File: config.mk
export PLATFORM = sky130hd
export DESIGN_NAME = tile_matmul_seq
export DESIGN_NICKNAME = d
export VERILOG_FILES = /design/src/rtl/tile_matmul_seq.sv
export SDC_FILE = /design/constraint.sdc
export NUM_CORES = 1
export LEC_CHECK = 0
export ABC_AREA = 1
export CAP_MARGIN = 10
export CORE_MARGIN = 2
export CORE_UTILIZATION = 48
export DETAILED_ROUTE_END_ITERATION = 6
export HOLD_SLACK_MARGIN = 0.15
export PLACE_DENSITY = 0.82
export RECOVER_POWER = 50
export SLEW_MARGIN = 20
export SYNTH_ARGS = -nofsm -noshare
export SYNTH_HDL_FRONTEND = slang
export SYNTH_SLANG_ARGS = --single-unit
File: constraint.sdc
create_clock -name clk -period 2.4 [get_ports clk]
set_input_delay 0.48 -clock clk [delete_from_list [all_inputs] [get_ports clk]]
set_output_delay 0.48 -clock clk [all_outputs]
set_load 0.005 [all_outputs]
File: src/rtl/tile_matmul_seq.sv
`default_nettype none
// ============================================================================
// Module   : tile_matmul_seq
// Purpose  : Sequencer for tiled matrix multiplication between register-file
//            pages. Accepts one decoded operation word, splits an M x K x N
//            product into ARR x ARR output tiles (tn inner, tm outer), streams
//            K operand columns per tile, waits out the read + multiplier
//            latency, then issues one masked bulk tile write-back.
// Ports    : clk, reset (sync, active-high), enable (global freeze)
//            op_valid/op_ready/op_word/size_m/size_k/size_n : operation input
//            rd_*   : operand read strobe, bank/page/transpose, K and tile idx
//            mul_en/mul_clear : multiplier strobes (rd_en delayed by RD_LAT)
//            relu   : ReLU select held while busy
//            wr_*   : tile write-back strobe, address, tile idx, masks, acc
//            busy, done (pulse), err (pulse)
// Config   : TILE_MATMUL_SEQ_ACCUM_EN - when defined, op_word[25] drives
//            wr_acc on every write; otherwise wr_acc is tied to 0.
// Revision : 1.0 - initial release
// ============================================================================
module tile_matmul_seq #(
  parameter int DW      = 32,
  parameter int ARR     = 8,
  parameter int DIM_W   = 9,
  parameter int BANK_W  = 2,
  parameter int PAGE_W  = 2,
  parameter int RD_LAT  = 1,
  parameter int MUL_LAT = 2*ARR-1
) (
  input  logic              clk,
  input  logic              reset,
  input  logic              enable,
  input  logic              op_valid,
  output logic              op_ready,
  input  logic [DW-1:0]     op_word,
  input  logic [DIM_W-1:0]  size_m,
  input  logic [DIM_W-1:0]  size_k,
  input  logic [DIM_W-1:0]  size_n,
  output logic              rd_en,
  output logic [BANK_W-1:0] rd_x_bank,
  output logic [BANK_W-1:0] rd_w_bank,
  output logic [PAGE_W-1:0] rd_x_page,
  output logic [PAGE_W-1:0] rd_w_page,
  output logic              rd_x_trans,
  output logic              rd_w_trans,
  output logic [DIM_W-1:0]  rd_k,
  output logic [DIM_W-1:0]  rd_tm,
  output logic [DIM_W-1:0]  rd_tn,
  output logic              mul_en,
  output logic              mul_clear,
  output logic              relu,
  output logic              wr_en,
  output logic [BANK_W-1:0] wr_bank,
  output logic [PAGE_W-1:0] wr_page,
  output logic [DIM_W-1:0]  wr_tm,
  output logic [DIM_W-1:0]  wr_tn,
  output logic              wr_acc,
  output logic [ARR-1:0]    wr_row_mask,
  output logic [ARR-1:0]    wr_col_mask,
  output logic              busy,
  output logic              done,
  output logic              err
);

  localparam int DRAIN_N = RD_LAT + MUL_LAT;
  localparam int DRW     = $clog2(DRAIN_N + 1);
  localparam logic [DIM_W-1:0] ARR_D = DIM_W'(ARR);

  typedef enum logic [2:0] {
    IDLE   = 3'd0,
    STREAM = 3'd1,
    DRAIN  = 3'd2,
    WRITE  = 3'd3,
    DONE   = 3'd4,
    ERR    = 3'd5
  } state_t;

  state_t state, state_next;

  // Operation word decode
  logic [3:0] opcode, x_addr, w_addr, d_addr;
  assign opcode = op_word[3:0];
  assign x_addr = op_word[7:4];
  assign w_addr = op_word[11:8];
  assign d_addr = op_word[15:12];

  logic accept, op_bad;
  assign op_ready = enable && (state == IDLE);
  assign accept   = op_valid && op_ready;
  assign op_bad   = (opcode != 4'd1) || (size_m == '0) || (size_k == '0) ||
                    (size_n == '0) || (d_addr == x_addr) || (d_addr == w_addr);

  // Latched operation fields
  logic [BANK_W-1:0] x_bank_r, w_bank_r, d_bank_r;
  logic [PAGE_W-1:0] x_page_r, w_page_r, d_page_r;
  logic              x_trans_r, w_trans_r, relu_r;
  logic [DIM_W-1:0]  k_len, n_len;

  // Counters. rem_m / rem_n hold the rows/columns still to be covered from
  // the current tile onward, so tile-edge tests never form tm*ARR and cannot
  // overflow for dimensions near 2^DIM_W-1.
  logic [DIM_W-1:0]  k_cnt, tm, tn, rem_m, rem_n;
  logic [DRW-1:0]    drain_cnt;
  logic [RD_LAT-1:0] mul_pipe, clr_pipe;

  logic last_k, last_row, last_col, drain_last;
  assign last_k     = (k_cnt == k_len - DIM_W'(1));
  assign last_row   = (rem_m <= ARR_D);
  assign last_col   = (rem_n <= ARR_D);
  assign drain_last = (drain_cnt == DRW'(DRAIN_N - 1));

  // State register
  always_ff @(posedge clk) begin
    if (reset) state <= IDLE;
    else       state <= state_next;
  end

  // Next state and strobes
  always_comb begin
    state_next = state;
    rd_en      = 1'b0;
    wr_en      = 1'b0;
    done       = 1'b0;
    err        = 1'b0;
    case (state)
      IDLE: begin
        if (accept) begin
          if (opcode == 4'd0) state_next = DONE;
          else if (op_bad)    state_next = ERR;
          else                state_next = STREAM;
        end
      end
      STREAM: begin
        rd_en = 1'b1;
        if (last_k) state_next = DRAIN;
      end
      DRAIN: begin
        if (drain_last) state_next = WRITE;
      end
      WRITE: begin
        wr_en      = 1'b1;
        state_next = (last_row && last_col) ? DONE : STREAM;
      end
      DONE: begin
        done       = 1'b1;
        state_next = IDLE;
      end
      ERR: begin
        err        = 1'b1;
        state_next = IDLE;
      end
      default: state_next = IDLE;
    endcase
    // A frozen sequencer holds its state and drives no strobes.
    if (!enable) begin
      state_next = state;
      rd_en      = 1'b0;
      wr_en      = 1'b0;
      done       = 1'b0;
      err        = 1'b0;
    end
  end

  // Datapath: latches, counters and the read-to-multiply delay line
  always_ff @(posedge clk) begin
    if (reset) begin
      x_bank_r  <= '0;
      w_bank_r  <= '0;
      d_bank_r  <= '0;
      x_page_r  <= '0;
      w_page_r  <= '0;
      d_page_r  <= '0;
      x_trans_r <= 1'b0;
      w_trans_r <= 1'b0;
      relu_r    <= 1'b0;
      k_len     <= '0;
      n_len     <= '0;
      k_cnt     <= '0;
      tm        <= '0;
      tn        <= '0;
      rem_m     <= '0;
      rem_n     <= '0;
      drain_cnt <= '0;
      mul_pipe  <= '0;
      clr_pipe  <= '0;
    end else if (enable) begin
      mul_pipe[0] <= (state == STREAM);
      clr_pipe[0] <= (state == STREAM) && (k_cnt == '0);
      for (int i = 1; i < RD_LAT; i++) begin
        mul_pipe[i] <= mul_pipe[i-1];
        clr_pipe[i] <= clr_pipe[i-1];
      end
      case (state)
        IDLE: begin
          if (accept) begin
            x_bank_r  <= x_addr[3 -: BANK_W];
            x_page_r  <= x_addr[PAGE_W-1:0];
            w_bank_r  <= w_addr[3 -: BANK_W];
            w_page_r  <= w_addr[PAGE_W-1:0];
            d_bank_r  <= d_addr[3 -: BANK_W];
            d_page_r  <= d_addr[PAGE_W-1:0];
            x_trans_r <= op_word[16];
            w_trans_r <= op_word[17];
            relu_r    <= op_word[18];
            k_len     <= size_k;
            n_len     <= size_n;
            rem_m     <= size_m;
            rem_n     <= size_n;
            k_cnt     <= '0;
            tm        <= '0;
            tn        <= '0;
            drain_cnt <= '0;
          end
        end
        STREAM: begin
          k_cnt     <= last_k ? '0 : k_cnt + DIM_W'(1);
          drain_cnt <= '0;
        end
        DRAIN: drain_cnt <= drain_cnt + DRW'(1);
        WRITE: begin
          if (!last_col) begin
            tn    <= tn + DIM_W'(1);
            rem_n <= rem_n - ARR_D;
          end else if (!last_row) begin
            tn    <= '0;
            rem_n <= n_len;
            tm    <= tm + DIM_W'(1);
            rem_m <= rem_m - ARR_D;
          end
        end
        default: ;
      endcase
    end
  end

  // Edge-tile masks: thermometer codes of min(ARR, remaining)
  always_comb begin
    wr_row_mask = '0;
    wr_col_mask = '0;
    for (int i = 0; i < ARR; i++) begin
      wr_row_mask[i] = (DIM_W'(i) < rem_m);
      wr_col_mask[i] = (DIM_W'(i) < rem_n);
    end
  end

  assign busy       = (state != IDLE);
  assign mul_en     = enable && mul_pipe[RD_LAT-1];
  assign mul_clear  = enable && clr_pipe[RD_LAT-1];
  assign relu       = relu_r && busy;
  assign rd_x_bank  = x_bank_r;
  assign rd_w_bank  = w_bank_r;
  assign rd_x_page  = x_page_r;
  assign rd_w_page  = w_page_r;
  assign rd_x_trans = x_trans_r;
  assign rd_w_trans = w_trans_r;
  assign rd_k       = k_cnt;
  assign rd_tm      = tm;
  assign rd_tn      = tn;
  assign wr_bank    = d_bank_r;
  assign wr_page    = d_page_r;
  assign wr_tm      = tm;
  assign wr_tn      = tn;

`ifdef TILE_MATMUL_SEQ_ACCUM_EN
  logic acc_r;
  always_ff @(posedge clk) begin
    if (reset)                 acc_r <= 1'b0;
    else if (enable && accept) acc_r <= op_word[25];
  end
  assign wr_acc = wr_en && acc_r;

  logic unused_op_bits;
  assign unused_op_bits = ^{op_word[DW-1:26], op_word[24:19]};
`else
  assign wr_acc = 1'b0;

  logic unused_op_bits;
  assign unused_op_bits = ^{op_word[DW-1:25], op_word[24:19]};
`endif

endmodule
`default_nettype wire

==> results of run 1 <==
power breakdown:
part	internal, mW	switching, mW
combinational	1.84	2.16
sequential	1.78	0.253
clock	0.601	0.515
total	4.22	2.93
sequential cells by signal, summed over array words and instances, names as in the netlist:
| name | count |
|---|---|
| rem_m | 9 |
| mul_pipe | 1 |
| rd_w_page | 2 |
| state | 3 |
| rd_k | 9 |
| n_len | 9 |
| wr_page | 2 |
| relu_r | 1 |
| rd_tm | 9 |
| rd_x_page | 2 |
| rem_n | 9 |
| rd_w_trans | 1 |
| rd_x_trans | 1 |
| drain_cnt | 5 |
| rd_w_bank | 2 |
| rd_tn | 9 |
| wr_bank | 2 |
| rd_x_bank | 2 |
| clr_pipe | 1 |
| k_len | 9 |
logic make-up (layout without fill, tap and decap cells):
logic type	count (synthesis)	in the layout	synth area share (%)
xor+xnor	17	17	2.971
other cells	1	1	0.07483
simple gates	341	341	29.29
buf+inv	143	265	12.58
fa+ha+maj	13	13	3.246
flops	88	88	35.16
compound gates	158	158	16.68
what timing repair did:
item | in CTS | in global routing
hold buffers | 0 | 0
pin swaps | 0 | 3
setup buffers | 0 | 2
setup endpoints to repair | 3 | 19
gates resized for setup | 4 | 14
stage by stage:
step	hold WS, ns	power, mW	instances	setup slack [ns]	TNS (ns)
2_1_floorplan	0.4242	4.280	761	0.6861	0
3_3_place_gp	0.4354	5.920	1003	0.1413	0
3_5_place_dp	0.4424	5.969	1003	0.1348	0
4_1_cts	0.4535	7.109	1017	0.004889	0
5_1_grt	0.4787	7.752	1019	-0.01740	-0.02651
6_report	0.4542	7.149	1019	0.07456	0
worst max-delay path by stage:
stage | start | to | slack (ns) | cells after the start
3_5_place_dp | enable | rem_n[4] | 0.13 | 10
3_3_place_gp | enable | err | 0.14 | 4
6_report | state[2] | relu | 0.07 | 6
2_1_floorplan | rem_n[3] | rd_tm[6] | 0.69 | 10
5_1_grt | rem_n[5] | wr_col_mask[2] | -0.02 | 7
4_1_cts | rem_m[3] | wr_row_mask[4] | 0.005 | 6
per-layer routing:
layer  vias up  track usage [%]
met5         -                0
met1      2328            29.16
met2       154            36.72
met3        11            3.863
met4         0            6.391
li1       2673                -
cell usage in the layout (no fill, tap or decap), types with 7 or more instances in the layout:
cell,n
dlygate4sd3_1,47
nor2_1,66
xnor2_1,7
nor3_1,21
a21oi_1,85
clkdlybuf4s50_1,84
clkbuf_8,10
nand4_1,10
dfxtp_1,84
xor2_1,10
o21ai_0,49
nand2_1,181
ha_1,13
buf_4,14
inv_2,10
inv_1,90
nand3_1,40
layout make-up:
cell class                 count  share of cell area [%]
timing repair buffer         150                   22.02
inverter                     101                   5.765
multi-input combinational    530                   39.78
tap                          136                   2.570
clock inverter                 4                   1.058
clock buffer                  10                   2.079
sequential                    88                   26.72
worst max-delay path, stage by stage, from the launching register on:
cell and delay, ns:
dfxtp_1 0.43, inv_1 0.10, nand2_2 0.13, nor2_4 0.06, buf_4 0.14, nor2_1 0.08, clkdlybuf4s50_1 0.55
==> summary.txt, run 1 <==
Clock network
  • Max H-tree Level: 3
  • Sink Count: 88
  • CTS tree: built
  • Number of buffers created by CTS: 9
  • Worst skew pair latency: between 0.3 and 0.4 ns
  • CTS clk-pin slew, worst paths: roughly 0.090 ns
  • Clock buffer depth: 2
  • CTS root buf: clkbuf_8

Synthesis
  • Post-Syn Instances: 761
  • Register area share after synthesis: between 30% and 40%
  • Count leader, synth: nand2_1
  • Syn nets: 837
  • Top cells by count, synth: 182 x nand2_1, 92 x inv_1, 88 x dfxtp_1
  • Seq cells post-synth: between 80 and 90
  • Leading area contributor after synthesis: dfxtp_1
  • Main area contributors after synthesis: dfxtp_1 35%, nand2_1 14%, a21oi_1 8.5%
  • Post-synthesis async set-or-reset flop share: 0%
  • Mapped Area: ~0.005 mm2
  • EDFF count, synth: 0
  • Main synth FF type: dfxtp_1
  • Syn_area_per_cell: around 6.6 um2
  • Ys Warns: 0
  • Area share of the largest cell type after synthesis: between 30% and 40%
  • Netlist cell types: 40

Timing
  • Worst Skew: roughly 0.014 ns
  • Fin crit period: about 2.3 ns
  • Achievable Freq: between 400 and 500 MHz
  • RSZ-0062 raised after global routing: yes
  • Rel. slew slack: ~64%
  • Final Setup Violations: 0
  • Slew Limit Fails: 0
  • Final hold vios: 0
  • Slew @ Worst Pin: 0.5325 ns
  • Period utilization: 96.89%

Die
  • Core Rows: 37
  • Core ar.: ~0.01 mm2
  • Starting Density: 48.98%
  • Top Ports: 148
  • Die area: around 0.011 mm2
  • Die width: 106.2 um
  • Die Y: 106.2 um

Cells and area
  • Fillers: 899
  • Register area: 0.001769 mm2
  • Combined area of the multi-input logic cells: 0.002634 mm2
  • Layout cells sized above 1: roughly 7.4%
  • Post-layout util: between 60% and 70%
  • Final instance area: between 0.006 and 0.007 mm2
  • # diodes: 0
  • Fin nets: about 960
  • Layout area overhead: 32.11%

Worst hold path
  • Hold Path Origin: n_len[7]
  • WHS Endpoint: n_len[7]
  • Worst hold stages: 2
  • Class of the worst hold path: reg -> reg

Pwr
  • Leak pwr: around 2.8 nW
  • Pwr Density: between 1000 and 1500 mW/mm2
  • Maximum vdd drop: around 0.00054 V

Route
  • Met2 wire len: ~6000 um
  • Drt pass-1 iters: 4
  • # DRC: 0
  • Met1 WL: between 5000 and 6000 um
  • DR vias: between 5000 and 6000
  • Uppermost layer routed: met4
  • Routed Antenna Nets: 0
  • DR vias/cell: between 5 and 6
  • Iteration-0 DRC Markers: 176
  • Routed WL: about 12000 um
  • DR WL/cell: 12.13 um
  • Routed length on met3: between 800 and 900 um

Global routing
  • Total Routing Usage GR: about 22%
  • Initial antenna violation count: 0
  • Remaining global-route overflow: 0
  • First-pass GRT wire length: between 20000 and 25000 um
  • Largest net degree at the start of global routing: 33
  • Number of global-route vias before repair: 4504

Place
  • Input/output buffers: approximately 130
  • DP HPWL: 9358 um
  • Final Wtd Congestion: roughly 0.9
  • Post-place instance area: 0.006374 mm2

Critical path
  • CP arrival: ~1.9 ns
  • Worst R2R Path Depth: 11
  • Kind of critical path: reg -> out
  • FF-to-FF End: rd_tm[5]
  • Crit start category: register
  • Worst EP required: 1.92 ns
  • R2R setup slack: 0.21 ns
  • CP max FO: 4
  • Reg2reg start: rem_n[3]
  • Crit end category: output pin

Flow run
  • Max-cap violations: 0

Run status
  • Status: finished clean
No activity file was read; power rests on OpenSTA's default activity.
==> run 2: changes to the inputs <==
--- a/config.mk
+++ b/config.mk
@@ -5,13 +5,12 @@
 export SDC_FILE = /design/constraint.sdc
 export NUM_CORES = 1
 export LEC_CHECK = 0
-export ABC_AREA = 1
 export CAP_MARGIN = 10
 export CORE_MARGIN = 2
-export CORE_UTILIZATION = 48
+export CORE_UTILIZATION = 47
 export DETAILED_ROUTE_END_ITERATION = 6
 export HOLD_SLACK_MARGIN = 0.15
-export PLACE_DENSITY = 0.82
+export PLACE_DENSITY = 0.81
 export RECOVER_POWER = 50
 export SLEW_MARGIN = 20
 export SYNTH_ARGS = -nofsm -noshare
==> run 2 against run 1 <==
  * Area after synthesis fell by 4.1%
  * Register-to-register slack got worse by 0.04 ns
  * Highest routed layer unchanged
  * First-iteration DRC count is 31% higher
  * Synthesized cell count shrank 19%
  * Largest power group is now sequential cells
  * Clock skew shrank 0.0012 ns
  * Clock power about the same
  * Sequential power fell by 17%
  * Critical path depth decreased by 1
  * Combinational power decreased by 67%
  * Routed wire length rose by 6.7%
  * Die area down 2.0%
==> summary.txt, run 2 <==
Run status
  • Status: finished clean

Pwr
  • Maximum vdd drop: 0.0003327 V (-38%)
  • Leak pwr: 2.583 nW (-9.1%)
  • Pwr Density: 642.1 mW/mm2 (-41%)

Synthesis
  • Post-synthesis async set-or-reset flop share: 0% (unchanged)
  • Main synth FF type: dfxtp_1
  • Mapped Area: 0.004805 mm2 (-4.1%)
  • Leading area contributor after synthesis: dfxtp_1
  • Top cells by count, synth: 109 x nand2_1, 88 x dfxtp_1, 61 x a21oi_1
  • Ys Warns: 0 (unchanged)
  • EDFF count, synth: 0 (unchanged)
  • Main area contributors after synthesis: dfxtp_1 37%, nand2_1 8.5%, a21oi_1 6.4%
  • Seq cells post-synth: 88 (unchanged)
  • Post-Syn Instances: 616 (-19%)
  • Area share of the largest cell type after synthesis: 36.67% (+1.5 points)
  • Syn nets: 692 (-17%)
  • Count leader, synth: nand2_1
  • Syn_area_per_cell: 7.800 um2 (+18%)
  • Register area share after synthesis: 36.67% (+1.5 points)
  • Netlist cell types: 62 (+55%)

Route
  • Routed Antenna Nets: 0 (unchanged)
  • Routed WL: 13190 um (+6.7%)
  • DR vias/cell: 5.589 (+10%)
  • DR vias: 4890 (-5.3%)
  • Drt pass-1 iters: 5 (+1)
  • Iteration-0 DRC Markers: 231 (+31%)
  • DR WL/cell: 15.07 um (+24%)
  • # DRC: 0 (unchanged)

Global routing
  • Number of global-route vias before repair: 4530 (+0.58%)
  • Largest net degree at the start of global routing: 37 (+12%)
  • First-pass GRT wire length: 21320 um (+4.1%)
  • Initial antenna violation count: 0 (unchanged)
  • Total Routing Usage GR: 23.37% (+1.3 points)
  • Remaining global-route overflow: 0 (unchanged)

Critical path
  • CP Cell Sequence: clkdlybuf4s50_1 > buf_4 > nand2_1 > inv_1 > clkdlybuf4s50_1
  • CP arrival: 1.85 ns (about the same)
  • Kind of critical path: in -> out
  • R2R setup slack: 0.17 ns (-0.04 ns)
  • Worst setup endpoint: rd_en
  • Worst EP required: 1.92 ns (about the same)
  • Crit-path most repeated cell: clkdlybuf4s50_1
  • CP max FO: 9 (+5)
  • Critical-path top delay cell: clkdlybuf4s50_1
  • Crit start category: input port
  • FF-to-FF End: rd_k[0]
  • CP peak stage delay: 0.51 ns (-0.04 ns)
  • Crit end category: output pin
  • Reg2reg start: k_len[1]
  • Worst R2R Path Depth: 8 (-3)
  • Setup crit start: enable

Timing
  • Slew @ Worst Pin: 0.6356 ns (+0.1031 ns)
  • Period utilization: 97.04% (+0.14 points)
  • Achievable Freq: 429.4 MHz (-0.15%)
  • Fin crit period: 2.329 ns (+0.003458 ns)
  • RSZ-0062 raised after global routing: no
  • Final Setup Violations: 0 (unchanged)
  • Rel. slew slack: 57.24% (-6.9 points)
  • Worst Skew: 0.01264 ns (-0.001249 ns)
  • Slew Limit Fails: 0 (unchanged)
  • TNS Setup: 0 ns (unchanged)
  • Final hold vios: 0 (unchanged)

Clock network
  • Max H-tree Level: 3 (unchanged)
  • CTS root buf: clkbuf_8
  • Worst skew pair latency: 0.35 ns (about the same)
  • CTS tree: built
  • Sink Count: 88 (unchanged)
  • CTS clk-pin slew, worst paths: 0.08 ns (about the same)
  • Clock buffer depth: 2 (unchanged)
  • Number of buffers created by CTS: 9 (unchanged)

Cells and area
  • Commonest cells after routing, fill and taps aside: 109 x nand2_1, 82 x dfxtp_1, 64 x clkdlybuf4s50_1
  • Layout area overhead: 35.52%
  • Final instance area: 0.006511 mm2 (-1.6%)
  • Fin nets: 814 (-15%)
  • Layout cells sized above 1: 10.11% (+2.7 points)
  • Leading cell type in the layout, fill and taps excluded: nand2_1
  • # diodes: 0 (unchanged)

Die
  • Die width: 105.1 um (-1.0%)
  • Starting Density: 48.71% (-0.27 points)
  • Core Rows: 36 (-2.7%)
  • Core ar.: 0.009864 mm2 (-3.6%)
  • Die area: 0.01105 mm2 (-2.0%)
  • Top Ports: 148 (unchanged)
  • Die Y: 105.1 um (-1.0%)

Place
  • DP HPWL: 9936 um (+6.2%)
  • Post-place instance area: 0.006254 mm2 (-1.9%)
  • Final Wtd Congestion: 0.8622 (-2.4%)
  • Input/output buffers: 133 (unchanged)

Flow run
  • Max-cap violations: 0 (unchanged)

Worst hold path
  • Class of the worst hold path: reg -> reg
  • Hold Path Origin: rd_x_bank[0]
## run 2: cell count changes in the layout (fill, tap and decap cells not counted), sizes merged, moves of 10 or more
cell | previous run | this run
a21oi | 85 | 61
dlygate4sd3 | 47 | 59
or3 | 0 | 12
nand3 | 41 | 16
nand2 | 187 | 109
o21ai | 54 | 21
xor2 | 10 | 21
nor2 | 73 | 46
clkdlybuf4s50 | 84 | 64
a211oi | 3 | 13
nor4 | 3 | 13
buf | 14 | 29
inv | 101 | 14
## run 2: layer usage
metal / GRT usage (%) / up-vias / share of wire, %
li1: - / 2395 / -
met1: 28.83 / 2275 / 42
met2: 39.98 / 195 / 48
met3: 6.238 / 25 / 8.6
met4: 6.571 / 0 / 1.5
met5: 0 / - / 0
## run 2: report_power, final
| part | leakage [nW] | internal, mW | switching, mW |
|---|---|---|---|
| registers | 0.719 | 1.57 | 0.125 |
| clock network | 0.112 | 0.638 | 0.508 |
| logic | 1.75 | 0.682 | 0.660 |
## run 2: logic make-up (layout without fill, tap and decap cells)
logic type | count (synthesis) | after routing | share of synthesized area (%)
and+or+nand+nor | 273 | 273 | 27.99
AOI/OAI and AO/OA | 137 | 137 | 17.86
DFF | 88 | 88 | 36.67
buffers and inverters | 66 | 192 | 7.057
xor gates and xnor gates | 37 | 37 | 6.745
adders and majority gates | 13 | 13 | 3.385
other | 1 | 1 | 0.07805
muxes | 1 | 1 | 0.2083
## run 2: cell type report
type | count | area, um2
Fill cell | 811 | 3353
Tap cell | 133 | 166.4
Clock buffer | 12 | 155.1
Inverter | 14 | 52.55
Clock inverter | 3 | 65.06
Timing Repair Buffer | 163 | 1562
Multi-Input combinational cell | 462 | 2734
Sequential cell | 88 | 1777
## run 2: worst max-delay path, delay by kind of cell
family / cells / cell delay [ns]
buffers and inverters: 4 / 1.28
and+or+nand+nor: 1 / 0.08
## run 2: how the worst min path moves through the flow
stage                    to  slack (ns)  depth (start not counted)
5_1_grt        rd_x_bank[0]        0.47                          2
2_1_floorplan        relu_r        0.43                          2
3_3_place_gp         relu_r        0.44                          2
3_5_place_dp   rd_x_bank[0]        0.45                          2
6_report       rd_x_bank[0]        0.45                          2
4_1_cts        rd_x_bank[0]        0.46                          2
## run 2: repair_timing
item | in CTS | in global routing
hold buffers | 0 | 0
endpoints found under the hold margin | 0 | 0
buffers inserted | 1 | 0
resized for setup | 14 | 18
pin swaps | 2 | 4
endpoints found under the setup margin | 6 | 29
## run 2: through the flow
stage / setup slack, ns / power (mW) / instances / hold WS (ns) / utilization, %
floorplan: 0.3466 / 2.420 / 616 / 0.4317 / -
global placement: 0.07706 / 3.036 / 859 / 0.4408 / 63.39
detailed placement: 0.02272 / 3.077 / 859 / 0.4481 / 63.39
CTS: 0.02611 / 4.213 / 875 / 0.4576 / 65.83
global route: 0.007288 / 4.398 / 875 / 0.4732 / 66.01
finish: 0.07110 / 4.181 / 875 / 0.4524 / 66.01
==> variant 1: new RTL, config.mk and constraints of run 2 <==
Add a define of `TILE_MATMUL_SEQ_ACCUM_EN`.
--- a/src/rtl/tile_matmul_seq.sv
+++ b/src/rtl/tile_matmul_seq.sv
@@ -17,6 +17,8 @@
 //            wr_acc on every write; otherwise wr_acc is tied to 0.
 // Revision : 1.0 - initial release
 // ============================================================================
+`define TILE_MATMUL_SEQ_ACCUM_EN
+
 module tile_matmul_seq #(
   parameter int DW      = 32,
   parameter int ARR     = 8,
Formal check against the unedited RTL: no difference found for any inputs over 4 cycles, from zero or initial values and one cycle with reset high; that may be too few to reach the edited logic, so the function may still have changed.
==> variant 1 against run 2 <==
Sequential cell count is 1 higher. Wire length is 7.8% higher. Utilization is 0.75 points higher. Setup slack worse by 68 ps. Total power is 16% lower. Register-to-register slack worse by 50 ps. Non-clock buffer count is 26 higher. Synthesized area is 1.4% higher. Cell area is 4.4% higher.
==> variant 1: results (changes against run 2) <==
Yosys
  • Seq/Total Area, Yosys: 36.57% (-0.098 points)
  • Synth cell count leaders: 111 x nand2_1, 89 x dfxtp_1, 69 x a21oi_1, 64 x nor2_1, 32 x clkbuf_1
  • Syn_nets: 719 (+3.9%)
  • Distinct cells, synth: 57 (-8.1%)
  • Top post-synthesis cells by area: dfxtp_1 37%, nand2_1 8.6%, a21oi_1 7.1%, nor2_1 4.9%, xor2_1 4.7%

Global routing
  • Number of global-route vias before repair: 4721 (+4.2%)
  • Pin count of the biggest net entering global routing: 41 (+11%)
  • Global-route wire length before repair: 22670 um (+6.3%)
  • Tot GR Track Use: 24.65% (+1.3 points)

Placed design
  • Gpl congestion: 0.8764 (+1.6%)
  • Port-buffer cells: 135 (+1.5%)
  • Pre-CTS WS: -202.3 ps (-225.0 ps)
  • DP Area: 6507 um^2 (+4.1%)
  • DP HPWL: 10330 um (+4.0%)

Setup path
  • WP data arrival: 1920 ps (+70 ps)
  • Worst R2R Path Depth: 9 (+1)
  • CP Max Fanout: 2 (-7)
  • R2R setup slack: 120 ps (-50 ps)

Outcome
  • Status: completed

Clock network
  • H-tree depth reported by CTS: 3 (unchanged)

Timing
  • Layout Skew: 11.14 ps (-1.497 ps)
  • Slew HR: 47.22% (-10 points)
  • Achievable Freq: 417.2 MHz (-2.8%)
  • Hold WS: 458.7 ps (+6.314 ps)

Layout
  • Layout cells sized above 1: 12.41% (+2.3 points)
  • Antenna Diode Count: 0 (unchanged)
  • Fill count: 866 (+6.8%)
  • Nets: 862 (+5.9%)
  • Post-route cell area: 6799 um^2 (+4.4%)

Routing
  • Met3 wire length: 1034 um (-8.7%)
  • Vias post-DR: 5168 (+5.7%)
  • DR iter-0 viols: 317 (+37%)
  • M1 wire length: 6160 um (+12%)
  • Drt wl/cell: 15.35 um (+1.8%)
  • Met2 WL post-DR: 6709 um (+6.0%)

Power and ir drop
  • Sw Share: 29.82% (-1.1 points)
  • Peak supply drop: 354.6 uV (+6.6%)
  • Static Leak: 2.761 nW (+6.9%)
## variant 1: cell type report
cell class                 instances  share of cell area (%)
clock buffer                       9                   1.822
clock inverter                     6                   1.031
inverter                          17                  0.9385
multi-input combinational        480                   41.59
sequential                        89                   26.30
tap                              136                   2.503
timing repair buffer             189                   25.82
## variant 1: final timing paths
kind	startpoint	end
worst min register to register	rd_x_page[1]$_SDFFE_PP0P_	rd_x_page[1]$_SDFFE_PP0P_
worst max register to register	k_len[1]$_SDFFE_PP0P_	rd_k[7]$_SDFFE_PP0P_
worst max-delay path	rem_m[7]$_SDFFE_PP0P_	wr_row_mask[0]
worst min-delay path	rd_x_page[1]$_SDFFE_PP0P_	rd_x_page[1]$_SDFFE_PP0P_
## variant 1: kinds of logic after synthesis
logic type | after synthesis | synth area share, %
AND/OR/NAND/NOR | 284 | 27.32
AO/OA/AOI/OAI | 140 | 17.72
flip-flops | 89 | 36.57
buffers and inverters | 74 | 7.242
XOR/XNOR | 40 | 7.191
adder cells (fa/ha/maj) | 13 | 3.339
multiplexers | 3 | 0.6164
## variant 1: per-stage QoR
stage          setup TNS, ps  power [mW]  cells
6_report                   0       3.523    926
5_1_grt               -100.5       3.678    926
4_1_cts               -57.05       3.534    926
3_5_place_dp          -527.4       2.508    908
3_3_place_gp          -276.3       2.485    908
2_1_floorplan              0       2.023    643
## variant 1: repair_timing
item,in CTS,in global routing
buffers inserted,3,0
resized for setup,35,23
pin swaps,3,4
hold buffers,0,0
setup endpoints to repair,14,28
## variant 1: layer usage
metal / track usage [%] / up-vias
li1: - / 2498
met1: 31.95 / 2397
met3: 4.700 / 25
met4: 9.962 / 0
met5: 0 / -
met2: 40.32 / 248
## variant 1: critical path, stage by stage, from the launching register on
cell	delay [ps]
dfxtp_2	350
nor4_4	280
buf_4	170
nand2_4	60
or2_4	240
or3_4	340
buf_6	130
## variant 1: power groups by stage
stage	clock, mW	combinational (mW)	sequential (mW)
2_1_floorplan	0	0.416	1.61
3_3_place_gp	0	0.874	1.61
3_5_place_dp	0	0.892	1.62
4_1_cts	1.06	0.893	1.58
5_1_grt	1.10	0.979	1.59
6_report	1.04	0.899	1.59
==> variant 2: new RTL, settings of run 2 <==
Made on the original files. Re-encode `state_t` (6 states) as one-hot, 6 bits wide.
--- a/src/rtl/tile_matmul_seq.sv
+++ b/src/rtl/tile_matmul_seq.sv
@@ -65,13 +65,13 @@
   localparam int DRW     = $clog2(DRAIN_N + 1);
   localparam logic [DIM_W-1:0] ARR_D = DIM_W'(ARR);
 
-  typedef enum logic [2:0] {
-    IDLE   = 3'd0,
-    STREAM = 3'd1,
-    DRAIN  = 3'd2,
-    WRITE  = 3'd3,
-    DONE   = 3'd4,
-    ERR    = 3'd5
+  typedef enum logic [5:0] {
+    IDLE   = 6'b000001,
+    STREAM = 6'b000010,
+    DRAIN  = 6'b000100,
+    WRITE  = 6'b001000,
+    DONE   = 6'b010000,
+    ERR    = 6'b100000
   } state_t;
 
   state_t state, state_next;
Formal check against the unedited RTL: no difference found for any inputs over 4 cycles, from zero or initial values and one cycle with reset high; so few cycles prove little.
==> variant 2 against run 2 <==
Total power increased by 4.3%. Setup slack got worse by 29 ps. Sequential power increased by 2%. Fmax decreased by 1.2%. Cell area increased by 7.2%. Wire length increased by 9.6%. Register-to-register slack got worse by 70 ps. Critical endpoint is now wr_row_mask[1]. Largest cell class unchanged. Synthesized cell count increased by 3.7%. Synthesized area increased by 6.8%. Sequential cell count increased by 3.
==> variant 2: results (changes against run 2) <==
Timing
  • Slew @ Worst Pin: 774.5 ps (+138.9 ps)
  • Layout Skew: 11.58 ps (-1.057 ps)

Placed design
  • DP Area: 6695 um^2 (+7.1%)
  • Pre-CTS WS: -194.8 ps (-217.5 ps)
  • Cell count after placement: 903 (+5.1%)
  • Gpl congestion: 0.8676 (+0.63%)
  • DP HPWL: 10700 um (+7.7%)

Layout
  • Signal buf overhead: 24.28% (+0.30 points)
  • Fill count: 952 (+17%)
  • Seq_cells: 91 (+3.4%)
  • Nets: 854 (+4.9%)
  • #MultiIn Comb: 479 (+3.7%)
  • Clock-cell share: 2.777% (-0.60 points)
  • Multi-input gate share of total cell area: 43.25% (+1.3 points)
  • Util after Layout: 64.99% (-1.0 points)
  • Signal buffers: 183 (+12%)
  • Clkbuf count: 11 (-1)
  • Layout cells sized above 1: 14.69% (+4.6 points)
  • Fraction of area in registers: 26.41% (-0.88 points)
  • Invs w/o clock: 14 (unchanged)

Setup path
  • Critical-path top delay cell: dfxtp_2
  • CP top delay family: simple AND/OR/NAND/NOR gates
  • WP data arrival: 1880 ps (+30 ps)
  • Max incr delay on CP: 350 ps (-160 ps)
  • CP Max Fanout: 4 (-5)

Yosys
  • Distinct cells, synth: 74 (+19%)
  • Syn Area/Cell: 8.028 um^2 (+2.9%)
  • Synth Area in XOR/XNOR: 6.488% (-0.26 points)
  • Synth Area in Adders: 3.171% (-0.21 points)
  • Seq/Total Area, Yosys: 35.51% (-1.2 points)
  • Syn_nets: 715 (+3.3%)
  • Top post-synthesis cells by area: dfxtp_1 36%, nand2_1 7.4%, a21oi_1 6.6%, xor2_1 3.9%, nor2_1 3.7%
  • Synth cell count leaders: 101 x nand2_1, 91 x dfxtp_1, 68 x a21oi_1, 51 x nor2_1, 27 x clkbuf_1
  • Multiplexer share of the synthesized area: 0.3902% (+0.18 points)
  • Compound-Gate Fraction of Synth Area: 19.51% (+1.6 points)

Power and ir drop
  • Peak supply drop: 311.8 uV (-6.3%)
  • PD cells: 624.6 nW/um^2 (-2.7%)
  • Static Leak: 2.801 nW (+8.5%)

Routing
  • Drt wl/cell: 15.66 um (+3.9%)
  • Met3 wire length: 941 um (-17%)
  • M1 wire length: 6207 um (+12%)
  • Vias post-DR: 5199 (+6.3%)
  • Met2 WL post-DR: 7033 um (+11%)
  • DR iter-0 viols: 222 (-3.9%)
  • Avg Vias per Cell: 5.633 (+0.79%)

Global routing
  • Tot GR Track Use: 24.82% (+1.4 points)
  • Pin count of the biggest net entering global routing: 40 (+8.1%)
  • Met2 Use GR: 41.16% (+1.2 points)
  • Global-route wire length before repair: 23580 um (+11%)
  • Number of global-route vias before repair: 4965 (+9.6%)
  • M3 GR Usage: 4.340% (-1.9 points)
  • GR Layer Usage met1: 32.24% (+3.4 points)

Clock network
  • Clock slew at reported path FFs: 100 ps (+20 ps)
  • Post_cts resized: 32 (+18)
  • Post-CTS setup buffers: 4 (+3)

Outcome
  • Status: completed
==> variant 2: cell types whose count changed in the layout (fill, tap and decap cells not counted), moves of 5 or more <==
cell,change
a21oi_1,+8
or4_1,-6
a211oi_1,+5
and3_1,+9
nor2_1,+6
buf_4,+19
dfxtp_2,+6
nand2_1,-9
nand3_1,-5
o21ai_0,-5
dlygate4sd3_1,-5
==> variant 2: worst paths after layout <==
kind | startpoint | endpoint | slack (ps)
max | rem_m[8]$_SDFFE_PP0P_ | wr_row_mask[1] | 40
max reg2reg | state[4]$_SDFFE_PP0P_ | rd_k[7]$_SDFFE_PP0P_ | 100
min | rd_w_bank[0]$_SDFFE_PP0P_ | rd_w_bank[0]$_SDFFE_PP0P_ | 460
min reg2reg | rd_w_bank[0]$_SDFFE_PP0P_ | rd_w_bank[0]$_SDFFE_PP0P_ | 460
==> variant 2: where the power goes <==
group	internal (mW)	total [mW]	switching, mW
combinational	0.784	1.57	0.784
clock	0.489	1.06	0.575
sequential	1.61	1.73	0.117
total	2.89	4.36	1.48
